$ cat config.mk
export PLATFORM = sky130hd
export DESIGN_NAME = fp_seq_ctrl
export DESIGN_NICKNAME = d
export VERILOG_FILES = /design/src/rtl/fp_seq_pkg.sv /design/src/rtl/fp_lat_counter.sv /design/src/rtl/fp_seq_ctrl.sv
export SDC_FILE = /design/constraint.sdc
export NUM_CORES = 1
export LEC_CHECK = 0
export ABC_AREA = 1
export CELL_PAD_IN_SITES_DETAIL_PLACEMENT = 0
export CELL_PAD_IN_SITES_GLOBAL_PLACEMENT = 1
export CORE_MARGIN = 2
export CORE_UTILIZATION = 31
export CTS_CLUSTER_SIZE = 10
export DETAILED_ROUTE_END_ITERATION = 6
export GPL_TIMING_DRIVEN = 0
export PLACE_DENSITY_LB_ADDON = 0.25
export SETUP_SLACK_MARGIN = 0.3
export SLEW_MARGIN = 20
export SYNTH_ARGS = -nofsm -noshare
export SYNTH_HDL_FRONTEND = slang
export SYNTH_SLANG_ARGS = --single-unit
$ cat constraint.sdc
create_clock -name clk -period 4.3 [get_ports clk]
set_clock_uncertainty 0.1 [all_clocks]
set_input_delay 0.86 -clock clk [delete_from_list [all_inputs] [get_ports clk]]
set_output_delay 0.86 -clock clk [all_outputs]
set_load 0.02 [all_outputs]
$ cat src/rtl/fp_seq_pkg.sv
// fp_seq_pkg: shared states, funct7 decode constants and FPU op encodings for the FP sequencer.
package fp_seq_pkg;
  typedef enum logic [1:0] {IDLE, EXEC, WB} stateT;
  localparam logic [6:0] OPC_FP  = 7'b1010011;
  localparam logic [6:0] F7_FADD = 7'b0000000;
  localparam logic [6:0] F7_FSUB = 7'b0000100;
  localparam logic [6:0] F7_FMUL = 7'b0001000;
  localparam logic [6:0] F7_FDIV = 7'b0001100;
  localparam logic [1:0] OP_ADD = 2'b00;
  localparam logic [1:0] OP_SUB = 2'b01;
  localparam logic [1:0] OP_MUL = 2'b10;
  localparam logic [1:0] OP_DIV = 2'b11;
endpackage

$ cat src/rtl/fp_lat_counter.sv
// fp_lat_counter: loadable down-counter that saturates at zero and flags it.
module fp_lat_counter #(
  parameter int W = 4
) (
  input  logic         clk,
  input  logic         reset,
  input  logic         load,
  input  logic         dec,
  input  logic [W-1:0] loadVal,
  output logic         zero
);
  logic [W-1:0] count;
  always_ff @(posedge clk)
    if (reset) count <= '0;
    else if (load) count <= loadVal;
    else if (dec && !zero) count <= count - 1'b1;
  assign zero = count == '0;
endmodule

$ cat src/rtl/fp_seq_ctrl.sv
// fp_seq_ctrl: sequences multi-cycle FP R-type ops, stalls the pipe and pulses FP writeback.
module fp_seq_ctrl
  import fp_seq_pkg::*;
#(
  parameter int LAT_ADD = 2,
  parameter int LAT_MUL = 3,
  parameter int LAT_DIV = 8,
  parameter int CNT_W   = 4
) (
  input  logic       clk,
  input  logic       reset,
  input  logic       issue_valid,
  input  logic [6:0] funct7_e,
  input  logic [4:0] rd_e,
  input  logic       flush_e,
  input  logic [4:0] rs1_d,
  input  logic [4:0] rs2_d,
  input  logic       fp_src_d,
  output logic       fpu_start,
  output logic [1:0] fpu_op,
  output logic       stall_e,
  output logic       stall_d,
  output logic       wb_valid,
  output logic [4:0] wb_rd,
  output logic       busy,
  output logic       illegal_fp
);
  stateT state, stateNext;
  logic [4:0] rdQ;
  logic [1:0] opQ, opD;
  logic [CNT_W-1:0] latD;
  logic startQ, illegalQ, cntZero, supported, idleIssue, accept;
  assign supported = funct7_e inside {F7_FADD, F7_FSUB, F7_FMUL, F7_FDIV};
  assign opD = funct7_e == F7_FSUB ? OP_SUB : funct7_e == F7_FMUL ? OP_MUL :
               funct7_e == F7_FDIV ? OP_DIV : OP_ADD;
  assign latD = opD == OP_MUL ? CNT_W'(LAT_MUL - 1) : opD == OP_DIV ? CNT_W'(LAT_DIV - 1) :
                CNT_W'(LAT_ADD - 1);
  assign idleIssue = state == IDLE && issue_valid && !flush_e;
  assign accept = idleIssue && supported;
  fp_lat_counter #(.W(CNT_W)) latCounter (
    .clk(clk), .reset(reset), .load(accept), .dec(state == EXEC), .loadVal(latD), .zero(cntZero)
  );
  always_ff @(posedge clk)
    if (reset) begin
      state <= IDLE;
      rdQ <= '0;
      opQ <= OP_ADD;
      startQ <= 1'b0;
      illegalQ <= 1'b0;
    end else begin
      state <= stateNext;
      startQ <= accept;
      illegalQ <= idleIssue && !supported;
      if (accept) begin
        rdQ <= rd_e;
        opQ <= opD;
      end
    end
  // The accept cycle already holds the pipe and interlocks Decode against the incoming rd.
  always_comb begin
    stateNext = state == IDLE ? (accept ? EXEC : IDLE) :
                state == EXEC ? (flush_e ? IDLE : cntZero ? WB : EXEC) : IDLE;
    stall_e = accept || (state == EXEC && !flush_e);
    stall_d = fp_src_d && ((accept && (rs1_d == rd_e || rs2_d == rd_e)) ||
                           (state == EXEC && (rs1_d == rdQ || rs2_d == rdQ)));
    wb_valid = state == WB;
    busy = state != IDLE;
  end
  assign fpu_start = startQ;
  assign fpu_op = opQ;
  assign wb_rd = rdQ;
  assign illegal_fp = illegalQ;
endmodule

==> results of run 1 <==
placed cells by master, fill, tap and decap left out, types with 2 or more instances in the layout:
master	count
inv_2	2
inv_1	22
nand2_1	30
o21ai_0	4
nor2_4	2
dfxtp_1	15
o21ai_1	5
xor2_1	13
clkbuf_4	3
a21oi_1	4
nor3_1	3
xnor2_1	6
clkdlybuf4s50_1	38
nor2_1	16
nand3_1	17
flip-flops by register name (all words and copies together) (netlist names):
name              count
wb_rd                 5
latCounter.count      4
fpu_op                2
fpu_start             1
state                 2
illegal_fp            1
routing by layer:
layer	vias up	routed length [µm]	global-route usage [%]
li1	561	-	-
met2	29	1070	26.0
met3	2	132	3.78
met5	-	0	0
met4	0	8	1.82
met1	440	1120	16.7
power by group through the flow:
stage	Clock (W)	Combinational (W)	Sequential [W]
2_1_floorplan	0	0.0000250	0.000144
3_3_place_gp	0	0.0000594	0.000143
3_5_place_dp	0	0.0000600	0.000144
4_1_cts	0.0000855	0.0000603	0.000140
5_1_grt	0.0000923	0.0000657	0.000140
6_report	0.0000811	0.0000597	0.000140
through the flow:
step           instances  total power (W)  setup slack (ps)
2_1_floorplan        152         0.000169              1610
3_3_place_gp         234         0.000203               558
3_5_place_dp         234         0.000204               546
4_1_cts              238         0.000286               547
5_1_grt              238         0.000298               368
6_report             238         0.000281               552
worst paths after layout:
| kind | end | slack (ps) |
|---|---|---|
| worst max-delay path | stall_d | 550 |
| worst max register to register | latCounter.count[1]$_SDFFE_PP0P_ | 2800 |
| worst min-delay path | fpu_op[0]$_SDFFE_PP0P_ | 380 |
| worst min register to register | fpu_op[0]$_SDFFE_PP0P_ | 380 |
cell type report:
cell class,count,area (µm²),area share (%)
repair buffers,38,380,25.6
clock inverters,1,5.00,0.337
inverters,24,90.1,6.06
plain buffers,2,15.0,1.01
well taps,44,55.1,3.70
multi-input cells,111,618,41.6
flip-flops and latches,15,300,20.2
clock buffers,3,22.5,1.52
worst max-delay path: stages:
cell,delay (ps)
clkdlybuf4s50_1,520
nand2_1,70
nor2_1,140
nand2_1,100
nand3_2,120
nand2_4,90
inv_1,90
nand2_1,70
a21boi_2,120
clkdlybuf4s50_1,610
cell families (layout without fill, tap and decap cells):
kind of cell,Yosys count,count (layout)
buf+inv,26,68
compound gates,16,16
xor+xnor,19,19
simple gates,75,75
fa+ha+maj,1,1
flops,15,15
==> flow_summary.ini, run 1 <==
[clock_network]
cts.sinks = 15
clock_latency_ps = 290
post-cts-setup-buffer-count = 0
clk_pin_slew_ps = 80
cts_resized = 0
cts_tree = built
cts_max_level = 1
cts_buffers = 3
postCtsHoldBufs = 0
clockBufferDepth = 2
cts_root_buf = clkbuf_4

[place]
placed_cell_area_mm2 = 0.00146
dpl.hpwl_mm = 1.94
gp_congestion = 0.799
portBuffers = 38

[synth]
yosysMostFrequentCell = nand2_1
synthXorXnorAreaFrac_pct = 16.3
synth_top_cell_by_area = dfxtp_1
synth.top_cells.by_area = dfxtp_1, xor2_1, nand2_1, nand3_1, inv_1
synth_top_area_share_pct = 29.3
synth_compound_area_share_pct = 8.92
syn_area_per_cell_um2 = 6.73
ys_seq_area_share_pct = 29.3
synthMuxAreaShare_pct = 0
synth-seq-cells = 15
synth.top_cells.by_count = nand2_1, inv_1, nand3_1
ys_dominant_reg_cell = dfxtp_1
async_flop_share_pct = 0
synthAdderAreaFrac_pct = 1.22
synth_cell_types = 26
synthCells = 152
yosys.area_share.simple_pct = 34.0
syn-num-nets = 180
synth_edf_count = 0
yosys_warnings = 0
syn_area_mm2 = 0.00102
synth_top_family_by_area = simple AND/OR/NAND/NOR gates

[timing]
max_freq_ghz = 0.267
tightest_slew_ps = 496
drv_slew = 0
finalSetupViolCount = 0
fin_tns_setup_ps = 0
layout_min_cycle_time_ps = 3750
grt_setup_unrepaired = false
fin_crit_sh_pct = 87.2
hold_viol_final = 0
fin_worst_hold_slack_ps = 379
maxSlewHeadroom_pct = 67.0

[grt]
grt_use_total_pct = 14.1
grt_pass1_wl_mm = 4.04
grt_max_degree = 11
antenna_found_initial = 0
grt-ovfl-total = 0
grt_pass1_vias = 1018

[power]
power_frac_clock_pct = 28.8
switchingPower_w = 0.0000737
p_seq_share_pct = 49.9
p_sw_share_pct = 26.2
p_comb_share_pct = 21.3
pwr_density_cell_mw_per_mm2 = 189
p_leak_nw = 0.684
ir_drop_v = 0.000104
internal_power_w = 0.000207

[critical_path]
worst_r2r_path_depth = 8
crit_type = input pin to output port
worstSetupEndpointType = output port
rr_startpoint = latCounter.count[0]$_SDFFE_PP0P_
startpoint = funct7_e[3]
critPathArrivalTime_ps = 2790
worst_setup_path_start_kind = input pin
crit_required_ps = 3340
path_max_fanout = 8

[floorplanning]
die_x_um = 61.5
row_count = 20
fp.dieArea_mm2 = 0.00378
initial_core_util_pct = 33.0
die_h_um = 61.5
core_area_mm2 = 0.00310
ios = 40

[hold_path]
holdCritStartpoint = fpu_op[0]$_SDFFE_PP0P_
min_path_type = register to register
hold_depth = 2

[finish]
post-route-cell-area_mm2 = 0.00149
nNetsFinal = 223
syn_to_final_growth_pct = 45.2
drive_gt1_share_pct = 7.73
nFillCells = 351
finish.utilization_pct = 47.9
antennaDiodeCount = 0

[flow_run]
maxCapViolCount = 0

[drt]
wl_per_cell_um = 9.79
vias_per_cell = 4.34
drc = 0
route.vias.total = 1032
routed_wl_mm = 2.33
dr.pass1.iters = 4
ant_nets = 0
drt_iter0_drc = 29

[status]
status = finished, final reports clean
(Power assumes the default switching activity.)
==> run 2: changes to the inputs <==
--- a/config.mk
+++ b/config.mk
@@ -9,7 +9,7 @@
 export CELL_PAD_IN_SITES_DETAIL_PLACEMENT = 0
 export CELL_PAD_IN_SITES_GLOBAL_PLACEMENT = 1
 export CORE_MARGIN = 2
-export CORE_UTILIZATION = 31
+export CORE_UTILIZATION = 29
 export CTS_CLUSTER_SIZE = 10
 export DETAILED_ROUTE_END_ITERATION = 6
 export GPL_TIMING_DRIVEN = 0
==> constraint.sdc (replaced) <==
create_clock -name clk -period 4.2 [get_ports clk]
set_clock_uncertainty 0.1 [all_clocks]
set_input_delay 0.84 -clock clk [delete_from_list [all_inputs] [get_ports clk]]
set_output_delay 0.84 -clock clk [all_outputs]
set_load 0.02 [all_outputs]
==> run 2 against run 1 <==
  * Critical path depth unchanged
  * Hold slack better by 4.3 ps
  * Worst setup slack got worse by 66 ps
  * Largest power group unchanged
==> flow_summary.ini, run 2 (synthesized netlist as in run 1, its figures left out) <==
[status]
status = finished, final reports clean

[finish]
nNetsFinal = 223
largest_register_ffs = 5
syn_to_final_growth_pct = 45.4
post-route-cell-area_mm2 = 0.00149
final_cell_mix = clkdlybuf4s50_1, nand2_1, inv_1, nand3_1, nor2_1
antennaDiodeCount = 0
drive_gt1_share_pct = 7.22
final_common_cell = clkdlybuf4s50_1

[timing]
fin_crit_sh_pct = 88.4
maxSlewHeadroom_pct = 68.8
grt_setup_unrepaired = false
fin_tns_setup_ps = 0
drv_slew = 0
tightest_slew_ps = 468
hold_viol_final = 0
max_freq_ghz = 0.269
finalSetupViolCount = 0
layout_min_cycle_time_ps = 3710

[grt]
grt_max_degree = 11
grt_use_total_pct = 13.3
grt_pass1_vias = 1038
grt-ovfl-total = 0
antenna_found_initial = 0
grt_pass1_wl_mm = 4.31

[critical_path]
max_stage_delay_ps = 610
critPathArrivalTime_ps = 2770
critPathBufInv = 3
critPathTopFamily = buffers and inverters
path_max_fanout = 8
critPathSlowestCell = clkdlybuf4s50_1
worstSetupEndpointType = output port
worst_setup_path_start_kind = input pin
cpMostUsedCell = nand2_1
crit_required_ps = 3260
crit_chain = clkdlybuf4s50_1 > nand2_1 > nor2_2 > nand2_1 > nand3_2 > nand2_4 > inv_1 > nand2_1 > a21boi_2 > clkdlybuf4s50_1
crit_type = input pin to output port

[clock_network]
clk_pin_slew_ps = 90
cts_tree = built
postCtsHoldBufs = 0
cts_resized = 0
post-cts-setup-buffer-count = 0
clockBufferDepth = 2
cts_root_buf = clkbuf_4
cts_buffers = 3
cts.sinks = 15
cts_max_level = 1
clock_latency_ps = 280

[drt]
ant_nets = 0
route.vias.total = 1035
routed_wl_mm = 2.40
vias_per_cell = 4.31
drc = 0
wl_per_cell_um = 9.98
drt_iter0_drc = 22
dr.pass1.iters = 4

[place]
portBuffers = 38
gp_congestion = 0.787
placed_cell_area_mm2 = 0.00146
dpl.hpwl_mm = 2.03

[power]
ir_drop_v = 0.0000905
p_total_w = 0.000287
pwr_density_cell_mw_per_mm2 = 193
p_leak_nw = 0.681

[floorplanning]
row_count = 21
die_x_um = 63.4
fp.dieArea_mm2 = 0.00402
ios = 40
core_area_mm2 = 0.00336
die_h_um = 63.4
initial_core_util_pct = 30.4

[hold_path]
min_path_type = register to register

[flow_run]
maxCapViolCount = 0
-- run 2: changes by cell type in the layout (fill, tap and decap cells not counted) --
| cell | previous run | this run |
|---|---|---|
| clkinv_2 | 1 | 0 |
| clkbuf_1 | 1 | 2 |
-- run 2: stage by stage --
| stage | worst slack, ps | instances | utilization, % | hold slack (ps) |
|---|---|---|---|---|
| after floorplan | 1550 | 152 | - | 374 |
| after global placement | 498 | 236 | 43.5 | 368 |
| after detailed placement | 479 | 236 | 43.5 | 366 |
| after CTS | 467 | 240 | 44.2 | 383 |
| after global routing | 319 | 240 | 44.2 | 408 |
| final | 487 | 240 | 44.2 | 383 |
-- run 2: worst reg2reg max path, delay by kind of cell (launching register included) --
family / cells / cell delay (ps)
and+or+nand+nor: 5 / 580
adders and majority gates: 1 / 220
AOI/OAI and AO/OA: 1 / 110
buffers and inverters: 1 / 70
DFF: 1 / 360
-- run 2: area by class of cell --
type	count	area (µm²)
well taps	46	57.6
multi-input cells	111	618
clock buffers	4	26.3
fillers	387	1880
flip-flops and latches	15	300
plain buffers	2	15.0
repair buffers	38	380
inverters	24	90.1
-- run 2: power by group --
part	internal, W	switching, W	total (W)
registers	0.000143	0.000000573	0.000144
clock network	0.0000368	0.0000448	0.0000817
logic	0.0000340	0.0000274	0.0000614
total	0.000214	0.0000728	0.000287
-- run 2: worst paths after layout --
check | startpoint | end | slack (ps) | depth (start not counted)
max | funct7_e[3] | stall_d | 490 | 10
min | fpu_op[0]$_SDFFE_PP0P_ | fpu_op[0]$_SDFFE_PP0P_ | 380 | 2
max reg2reg | latCounter.count[0]$_SDFFE_PP0P_ | latCounter.count[1]$_SDFFE_PP0P_ | 2710 | 8
min reg2reg | fpu_op[0]$_SDFFE_PP0P_ | fpu_op[0]$_SDFFE_PP0P_ | 380 | 2
-- run 2: metal layers --
| layer | share of wire (%) | wire length, µm | GRT usage, % | vias to the layer above |
|---|---|---|---|---|
| li1 | - | - | - | 562 |
| met1 | 47 | 1110 | 15.3 | 447 |
| met2 | 48 | 1160 | 24.2 | 26 |
| met3 | 5.1 | 122 | 4.11 | 0 |
| met4 | 0 | 0 | 2.45 | 0 |
| met5 | 0 | 0 | 0 | - |
